==> src/rtl/direction_input.sv <==
// Button front-end for the 2048 core: synchronises, debounces and arbitrates four
// push-buttons into a one-hot move request held until the game FSM consumes it.
module direction_input #(
    parameter int DEBOUNCE_CYCLES = 500000,
    parameter int TIMEOUT_CYCLES  = 1024,
    parameter bit BTN_ACTIVE_LOW  = 1'b1
) (
    input  logic       clk,
    input  logic       rst,
    input  logic [3:0] btn,
    input  logic [1:0] game_state,
    output logic [3:0] direction,
    output logic [3:0] pressed,
    output logic       busy,
    output logic       timeout_err
);
    localparam int DB_W = $clog2(DEBOUNCE_CYCLES + 1);
    localparam int TO_W = $clog2(TIMEOUT_CYCLES + 1);
    localparam logic [DB_W-1:0] DB_ZERO = {DB_W{1'b0}};
    localparam logic [DB_W-1:0] DB_ONE  = DB_W'(1);
    localparam logic [DB_W-1:0] DB_LAST = DB_W'(DEBOUNCE_CYCLES - 1);
    localparam logic [TO_W-1:0] TO_ZERO = {TO_W{1'b0}};
    localparam logic [TO_W-1:0] TO_ONE  = TO_W'(1);
    localparam logic [TO_W-1:0] TO_LAST = TO_W'(TIMEOUT_CYCLES - 1);
    localparam logic [3:0] RELEASED   = {4{BTN_ACTIVE_LOW}};
    localparam logic [1:0] GS_PLAYING = 2'b01;

    typedef enum logic [1:0] {
        ST_READY     = 2'b00,
        ST_HOLD      = 2'b01,
        ST_WAIT_IDLE = 2'b10
    } state_t;

    logic [3:0]      sync1_r;
    logic [3:0]      sync2_r;
    logic [3:0]      sync_s;
    logic [DB_W-1:0] db_cnt_r [4];
    logic [3:0]      pressed_r;
    logic [3:0]      pressed_d_r;
    logic [3:0]      event_s;
    logic [3:0]      win_s;
    state_t          state_r;
    state_t          state_nxt_s;
    logic [TO_W-1:0] to_cnt_r;
    logic            playing_s;
    logic            to_hit_s;
    logic [3:0]      dir_nxt_s;
    logic            busy_nxt_s;
    logic            terr_nxt_s;
    logic [3:0]      direction_r;
    logic            busy_r;
    logic            timeout_err_r;

    // Two-flop synchroniser; resets to the released level so no press is seen at reset.
    always_ff @(posedge clk or negedge rst) begin
        if (!rst) begin
            sync1_r <= RELEASED;
            sync2_r <= RELEASED;
        end else begin
            sync1_r <= btn;
            sync2_r <= sync1_r;
        end
    end

    assign sync_s = sync2_r ^ RELEASED;

    // Debounce: a level change is accepted only after DEBOUNCE_CYCLES consecutive disagreeing samples.
    always_ff @(posedge clk or negedge rst) begin
        if (!rst) begin
            for (int i = 0; i < 4; i++) begin
                db_cnt_r[i] <= DB_ZERO;
            end
            pressed_r   <= 4'b0000;
            pressed_d_r <= 4'b0000;
        end else begin
            for (int i = 0; i < 4; i++) begin
                if (sync_s[i] == pressed_r[i]) begin
                    db_cnt_r[i] <= DB_ZERO;
                end else if (db_cnt_r[i] == DB_LAST) begin
                    db_cnt_r[i]  <= DB_ZERO;
                    pressed_r[i] <= ~pressed_r[i];
                end else begin
                    db_cnt_r[i] <= db_cnt_r[i] + DB_ONE;
                end
            end
            pressed_d_r <= pressed_r;
        end
    end

    // Rising edges only; the lowest set bit wins and the rest are dropped.
    assign event_s   = pressed_r & ~pressed_d_r;
    assign win_s     = event_s & (~event_s + 4'd1);
    assign playing_s = (game_state == GS_PLAYING);
    assign to_hit_s  = (to_cnt_r == TO_LAST);

    // FSM state register.
    always_ff @(posedge clk or negedge rst) begin
        if (!rst) begin
            state_r <= ST_READY;
        end else begin
            state_r <= state_nxt_s;
        end
    end

    // Next-state logic; consume takes priority over timeout in HOLD.
    always_comb begin
        state_nxt_s = state_r;
        case (state_r)
            ST_READY: begin
                if (playing_s && (event_s != 4'b0000)) begin
                    state_nxt_s = ST_HOLD;
                end else begin
                    state_nxt_s = ST_READY;
                end
            end
            ST_HOLD: begin
                if (!playing_s) begin
                    state_nxt_s = ST_WAIT_IDLE;
                end else if (to_hit_s) begin
                    state_nxt_s = ST_READY;
                end else begin
                    state_nxt_s = ST_HOLD;
                end
            end
            ST_WAIT_IDLE: begin
                if (playing_s) begin
                    state_nxt_s = ST_READY;
                end else begin
                    state_nxt_s = ST_WAIT_IDLE;
                end
            end
            default: state_nxt_s = ST_READY;
        endcase
    end

    // Next output values, registered below so every output comes straight from a flop.
    always_comb begin
        dir_nxt_s  = 4'b0000;
        terr_nxt_s = 1'b0;
        case (state_r)
            ST_READY: begin
                if (playing_s && (event_s != 4'b0000)) begin
                    dir_nxt_s = win_s;
                end else begin
                    dir_nxt_s = 4'b0000;
                end
            end
            ST_HOLD: begin
                if (playing_s && !to_hit_s) begin
                    dir_nxt_s = direction_r;
                end else begin
                    dir_nxt_s = 4'b0000;
                end
                terr_nxt_s = playing_s && to_hit_s;
            end
            ST_WAIT_IDLE: dir_nxt_s = 4'b0000;
            default:      dir_nxt_s = 4'b0000;
        endcase
        busy_nxt_s = (state_nxt_s != ST_READY);
    end

    // Hold-time counter runs only while a request is held.
    always_ff @(posedge clk or negedge rst) begin
        if (!rst) begin
            to_cnt_r <= TO_ZERO;
        end else if (state_r == ST_HOLD) begin
            to_cnt_r <= to_cnt_r + TO_ONE;
        end else begin
            to_cnt_r <= TO_ZERO;
        end
    end

    // Output registers.
    always_ff @(posedge clk or negedge rst) begin
        if (!rst) begin
            direction_r   <= 4'b0000;
            busy_r        <= 1'b0;
            timeout_err_r <= 1'b0;
        end else begin
            direction_r   <= dir_nxt_s;
            busy_r        <= busy_nxt_s;
            timeout_err_r <= terr_nxt_s;
        end
    end

    assign direction   = direction_r;
    assign pressed     = pressed_r;
    assign busy        = busy_r;
    assign timeout_err = timeout_err_r;

endmodule

==> config.mk <==
export PLATFORM = sky130hd
export DESIGN_NAME = direction_input
export DESIGN_NICKNAME = d
export VERILOG_FILES = /design/src/rtl/direction_input.sv
export SDC_FILE = /design/constraint.sdc
export NUM_CORES = 1
export LEC_CHECK = 0
export CAP_MARGIN = 40
export CORE_ASPECT_RATIO = 1.5
export CORE_MARGIN = 1.5
export CORE_UTILIZATION = 50
export CTS_BUF_LIST = sky130_fd_sc_hd__clkbuf_8
export DETAILED_ROUTE_END_ITERATION = 10
export PLACE_DENSITY = 0.81
export SYNTH_ARGS = -nofsm -noshare
export SYNTH_HDL_FRONTEND = slang
export SYNTH_SLANG_ARGS = --single-unit
==> constraint.sdc <==
create_clock -name clk -period 1.83 [get_ports clk]
set_input_delay 0.2745 -clock clk [delete_from_list [all_inputs] [get_ports clk]]
set_output_delay 0.2745 -clock clk [all_outputs]
set_load 0.02 [all_outputs]
### Word-level counts from Yosys, hierarchy flattened

Cells that the tools add are included.

* mux-type cells: 18
* reduce and logical (&&, ||, !) cells: 11
* add/sub/neg operators: 6
* eq/ne operators: 13
* bitwise logic cells: 13

Operators with widths (number)
* $mux W19: 8
* $add A19 B1 Y19 const B: 4
* $eq A19 B19 Y1 const B: 4
* $not A4 Y4: 3
* $add A11 B1 Y11 const B: 1
* $eq A11 B10 Y1 const B: 1
* $mux W11: 1
* $and A4 B4 Y4: 2
* $mux W4: 2
* $not A1 Y1: 8
* $pmux W4 S2: 1
* $reduce_and A2 Y1: 4
* $pmux W2 S3: 1
* $add A4 B1 Y4 const B: 1
* $eq A1 B1 Y1: 4
* $eq A2 B1 Y1 const B: 2
* $mux W2: 2
* $reduce_bool A4 Y1: 1
* $logic_and A1 B1 Y1: 3
* $mux W1: 3
* $eq A2 B2 Y1 const B: 1
* $logic_not A2 Y1: 1
* $ne A2 B2 Y1 const B: 1
* $reduce_bool A2 Y1: 1
* $logic_not A1 Y1: 1

* input port bits: 8
* flip-flop bits (word level): 111
* output and inout bits: 10
* word-level logic and storage cells: 77

### Depth between registers and ports, before layout

* depth after elaboration: 7
* depth in mapped cells: 7
* depth with buffers taken out: 5

### Worst setup path before layout

No wires, ideal clock.

* path type: register to register
* from: register db_cnt_r[57] (netlist name)
* to: register db_cnt_r[75] (netlist name)
* library setup time: 77 ps
* slack: 57 ps
* stages on the path, launching flop included: 6
* path buffers: 0
* clock period less this slack: 1773 ps
* data arrival time: 1696 ps
* required time: 1753 ps
* cell sequence: dfrtp_1 ha_1 nand3_2 or4_4 or3_1 a21oi_1

* word-level cells in the longest chain between the ends: 3
* elaborated cells between the ends (all ways): 4
* classes of those cells: add/sub: 1; eq/ne: 1; mux: 2

Ends and longest elaborated chain
* start: declaration: RTL line 37 `logic [DB_W-1:0] db_cnt_r [4];`
* start signal: indexed assignment: RTL line 83 `db_cnt_r[i] <= db_cnt_r[i] + DB_ONE;`
* $add A19 B1 Y19 / $eq A19 B19 Y1 (equally long branches): RTL line 83, 79
* $mux W19 (*): RTL line 79 `end else if (db_cnt_r[i] == DB_LAST) begin`
* $mux W19 (*): RTL line 77 `if (sync_s[i] == pressed_r[i]) begin`

Every way passes the cells marked *; elsewhere a longest branch is shown, timed or not.
A chain may end at the register's enable or synchronous reset.

### Final worst setup path

* from: register db_cnt_r[62] (netlist name)
* to: register db_cnt_r[74] (netlist name)

Same word-level chain as after synthesis.

==> results.txt <==
----------------------------------------------------
[Place]
  Placer Congestion ... 0.851
  Detailed Place HPWL ... just over 7 mm
  DP Cell Count ... 685
  Buffers on Ports ... 17
  Area post-placement ... a little under 6000 um^2

[Floorplan]
  Standard cell core area ... a little over 10000 um^2
  Initial Utilization ... a little over 50%
  Die width ... a little under 90 um
  Vertical extent of the die ... approximately 130 um
  Rows ... 45
  Die area ... approximately 11000 um^2
  Count of boundary I/O pins ... 18

[Finish]
  Count of inserted antenna diode cells ... 0
  Footprint of the flip-flops and latches ... 2790 um^2
  Core occupancy in the finished layout ... 59.7%
  Number of nets in the layout ... 570
  Area added between synthesis and finish ... 15.5%
  Combined area of the multi-input logic cells ... about 2400 um^2
  Fillcell total ... between 800 and 900
  Final non-filler cell area ... between 6000 and 7000 um^2
  Number of cells in the finished layout apart from fillers ... ~700
  Share of post-route cells with drive strength above 1 ... 15.3%

[Clock network]
  Clk Latency, worst-skew pair ... roughly 0.38 ns
  CTS Sinks ... 111
  Clock-pin slew reported for the worst setup and hold paths after clock tree synthesis ... 0.10 ns
  Maximum root-to-sink buffer count ... 2
  TritonCTS clock tree ... built
  Htree depth ... 3
  Clock root buffer ... sky130_fd_sc_hd__clkbuf_8
  TritonCTS buffer count ... 9

[Worst setup path]
  Slowest cell on the critical path ... sky130_fd_sc_hd__or4_4
  R2r worst-path depth ... 4
  Stage delay of the slowest cell on the critical path ... 0.57 ns
  Crit path launch type ... flop
  Crit path arrival time ... 2.07 ns
  Cell family with most CP delay ... simple AND/OR/NAND/NOR gates
  RR Endpoint ... db_cnt_r[74]
  Launching point of the worst reg2reg path ... db_cnt_r[62]
  Cell chain of the critical path ... nand4_4, or4_4, or3_4, a21oi_2
  Worst Path Max Fanout ... 6
  Sort of element at the end of the critical path ... flop
  Worst-case register-to-register setup slack ... 0.07 ns
  CP required ... around 2.1 ns
  Critical path class ... reg -> reg
  WP buf/inv ... 0

[Logic synthesis]
  Most repeated cell in the gate-level netlist after synthesis ... sky130_fd_sc_hd__dfrtp_1
  Leading cell types by total area after synthesis ... sky130_fd_sc_hd__dfrtp_1 (49%), sky130_fd_sc_hd__xnor2_1 (8.8%), sky130_fd_sc_hd__nor2_1 (6.0%)
  Share of synthesized registers carrying an async set or reset ... 100%
  Total nets after synthesis ... ~520
  Number of enable-type register cells in the synthesized netlist ... 0
  Cell type with the highest aggregate area in the netlist ... sky130_fd_sc_hd__dfrtp_1
  Cell count after synthesis ... 510
  Post-Syn Area ... roughly 5300 um^2
  Number of register bits inferred by synthesis ... 111
  Synthesis warning total ... 0
  Top flip-flop cell by instance count after synthesis ... sky130_fd_sc_hd__dfrtp_1
  Post-synth cell types ... 48
  Synth Area per Inst ... between 10 and 15 um^2
  Most instantiated cells after synthesis ... sky130_fd_sc_hd__dfrtp_1 (103), sky130_fd_sc_hd__nor2_1 (84), sky130_fd_sc_hd__xnor2_1 (53)
  Sequential share of the synthesized area ... 52.9%
  Yosys top cell area share ... 48.9%

[Route]
  Overall via count from detail_route ... about 3900
  TritonRoute pass-1 iters ... 6
  Routed vias/inst ... approximately 5.5
  Final ANT Viol Nets ... 0
  1st-iter DRT viols ... ~220
  Remaining DRCs ... 0
  Average wire per cell in the routed design ... around 14 um
  Total routed wirelength ... between 9 and 10 mm

[Pwr]
  Switching power total ... between 0.9 and 1 mW
  Peak VDD IR ... 0.000421 V
  Total internal power ... about 3.2 mW
  Combinational group share of total power ... 4.4%
  Proportion of power drawn by flip-flops and latches ... 60.5%
  Part of the total power dissipated in the clock network ... 35.1%
  Leakage Power ... 2.44 nW
  Power per standard cell area ... approximately 680 nW/um^2
  Fraction of power spent switching nets ... approximately a quarter

[Timing]
  Final critical-path share of the clock period ... roughly 96%
  Worst Tran Pin Value ... between 0.4 and 0.5 ns
  Number of hold violations in the final report ... 0
  Setup violations, final ... 0
  Max-slew violation total from the final report ... 0
  Worst rel slew slack ... 70.6%
  Achievable clock frequency ... roughly 570 MHz
  Clock tree skew after final layout ... around 0.011 ns
  Final min period ... between 1.5 and 2 ns

[GRT]
  Sum of overflow across all layers after global routing ... 0
  Global-route wire length before repair ... roughly 18 mm
  Number of global-route vias before repair ... about 4100
  Total global-route track usage ... around a fifth
  Pin count of the biggest net entering global routing ... 72
  Initial antenna violation count ... 0

[Min path]
  Tightest Hold Check Type ... in -> async

[Status]
  Run status ... completed

[Run]
  Max capacitance violation total ... 0

----------------------------------------------------
## logic make-up after synthesis
kind of cell    share of synthesized area, %
compound gates                          5.25
xor+xnor                                11.1
fa+ha+maj                               1.19
buf+inv                                 2.35
flops                                   52.9
mux                                    0.950
simple gates                            26.2
## cells in the final DEF (no fill, tap or decap), drive strengths merged, types with 6 or more instances in the layout
cell type      synthesis  routed
xnor2                 53      53
o21ai                 13      13
clkdlybuf4s50          0      15
buf                    6      29
or3                   10      10
a21oi                 13      13
nor4                  21      21
nor3                  15      15
dfrtp                103     103
inv                   20      21
dfstp                  8       8
clkbuf                 4       9
nand2                 27      27
nor4b                  6       6
xor2                  14      14
nor2                  84      84
nand3                 34      34
nand2b                 7       7
nand4                 22      22
## worst max-delay path by stage
stage | slack (ns) | cells after the start | end | startpoint
6_report | 0.07 | 4 | db_cnt_r[74] | db_cnt_r[62]
2_1_floorplan | 0.06 | 5 | db_cnt_r[75] | db_cnt_r[57]
5_1_grt | -0.02 | 7 | db_cnt_r[59] | db_cnt_r[58]
3_3_place_gp | 0.08 | 5 | db_cnt_r[75] | db_cnt_r[58]
4_1_cts | 0.005 | 5 | db_cnt_r[75] | db_cnt_r[58]
3_5_place_dp | 0.01 | 5 | db_cnt_r[75] | db_cnt_r[58]
## worst register-to-register path, delay by kind of cell (launching register included)
kind / cells / cell delay (ns)
and+or+nand+nor: 3 / 1.05
DFF: 1 / 0.50
AOI/OAI and AO/OA: 1 / 0.14
## layer usage
metal  GRT usage (%)  vias to the layer above  share of wire [%]
li1                -                     1876                  -
met1            22.0                     1930                 41
met2            35.8                       61                 53
met3            3.78                       26                3.6
met4            9.20                        0                3.0
met5               0                        -                  0
## power groups by stage
stage	clock, mW	sequential, mW	combinational, mW
5_1_grt	1.60	2.53	0.209
6_report	1.46	2.52	0.182
3_5_place_dp	0	2.57	0.175
2_1_floorplan	0	2.56	0.0734
4_1_cts	1.52	2.52	0.177
3_3_place_gp	0	2.56	0.168
## metrics by stage
| stage | TNS [ns] | hold slack, ns | power, mW | setup WS (ns) |
|---|---|---|---|---|
| detailed placement | 0 | 0.0850 | 2.74 | 0.0142 |
| finish | 0 | 0.224 | 4.17 | 0.0681 |
| global route | -0.111 | 0.229 | 4.34 | -0.0197 |
| global placement | 0 | 0.0847 | 2.73 | 0.0801 |
| floorplan | 0 | -0.0211 | 2.63 | 0.0570 |
| CTS | 0 | 0.199 | 4.21 | 0.00524 |
## timing repair
action / 4_1_cts / 5_1_grt
pin swaps: 0 / 4
endpoints found under the hold margin: 103 / 0
hold buffers: 1 / 0
endpoints found under the setup margin: 1 / 41
buffers inserted: 0 / 1
gates resized for setup: 1 / 16
## layout make-up
| type | count | share of cell area [%] |
|---|---|---|
| flip-flops and latches | 111 | 45.9 |
| multi-input cells | 369 | 39.9 |
| repair buffers | 46 | 6.89 |
| well taps | 141 | 2.90 |
| clock buffers | 9 | 2.04 |
| inverters | 20 | 1.23 |
| clock inverters | 7 | 1.19 |
## state kept, by name, indices dropped and copies added (netlist names)
register and count:
pressed 4, db_cnt_r 76, state_r 2, sync2_r 4, direction 4, busy 1, sync1_r 4, pressed_d_r 4
to_cnt_r 11, timeout_err 1
(Power assumes the default switching activity.)
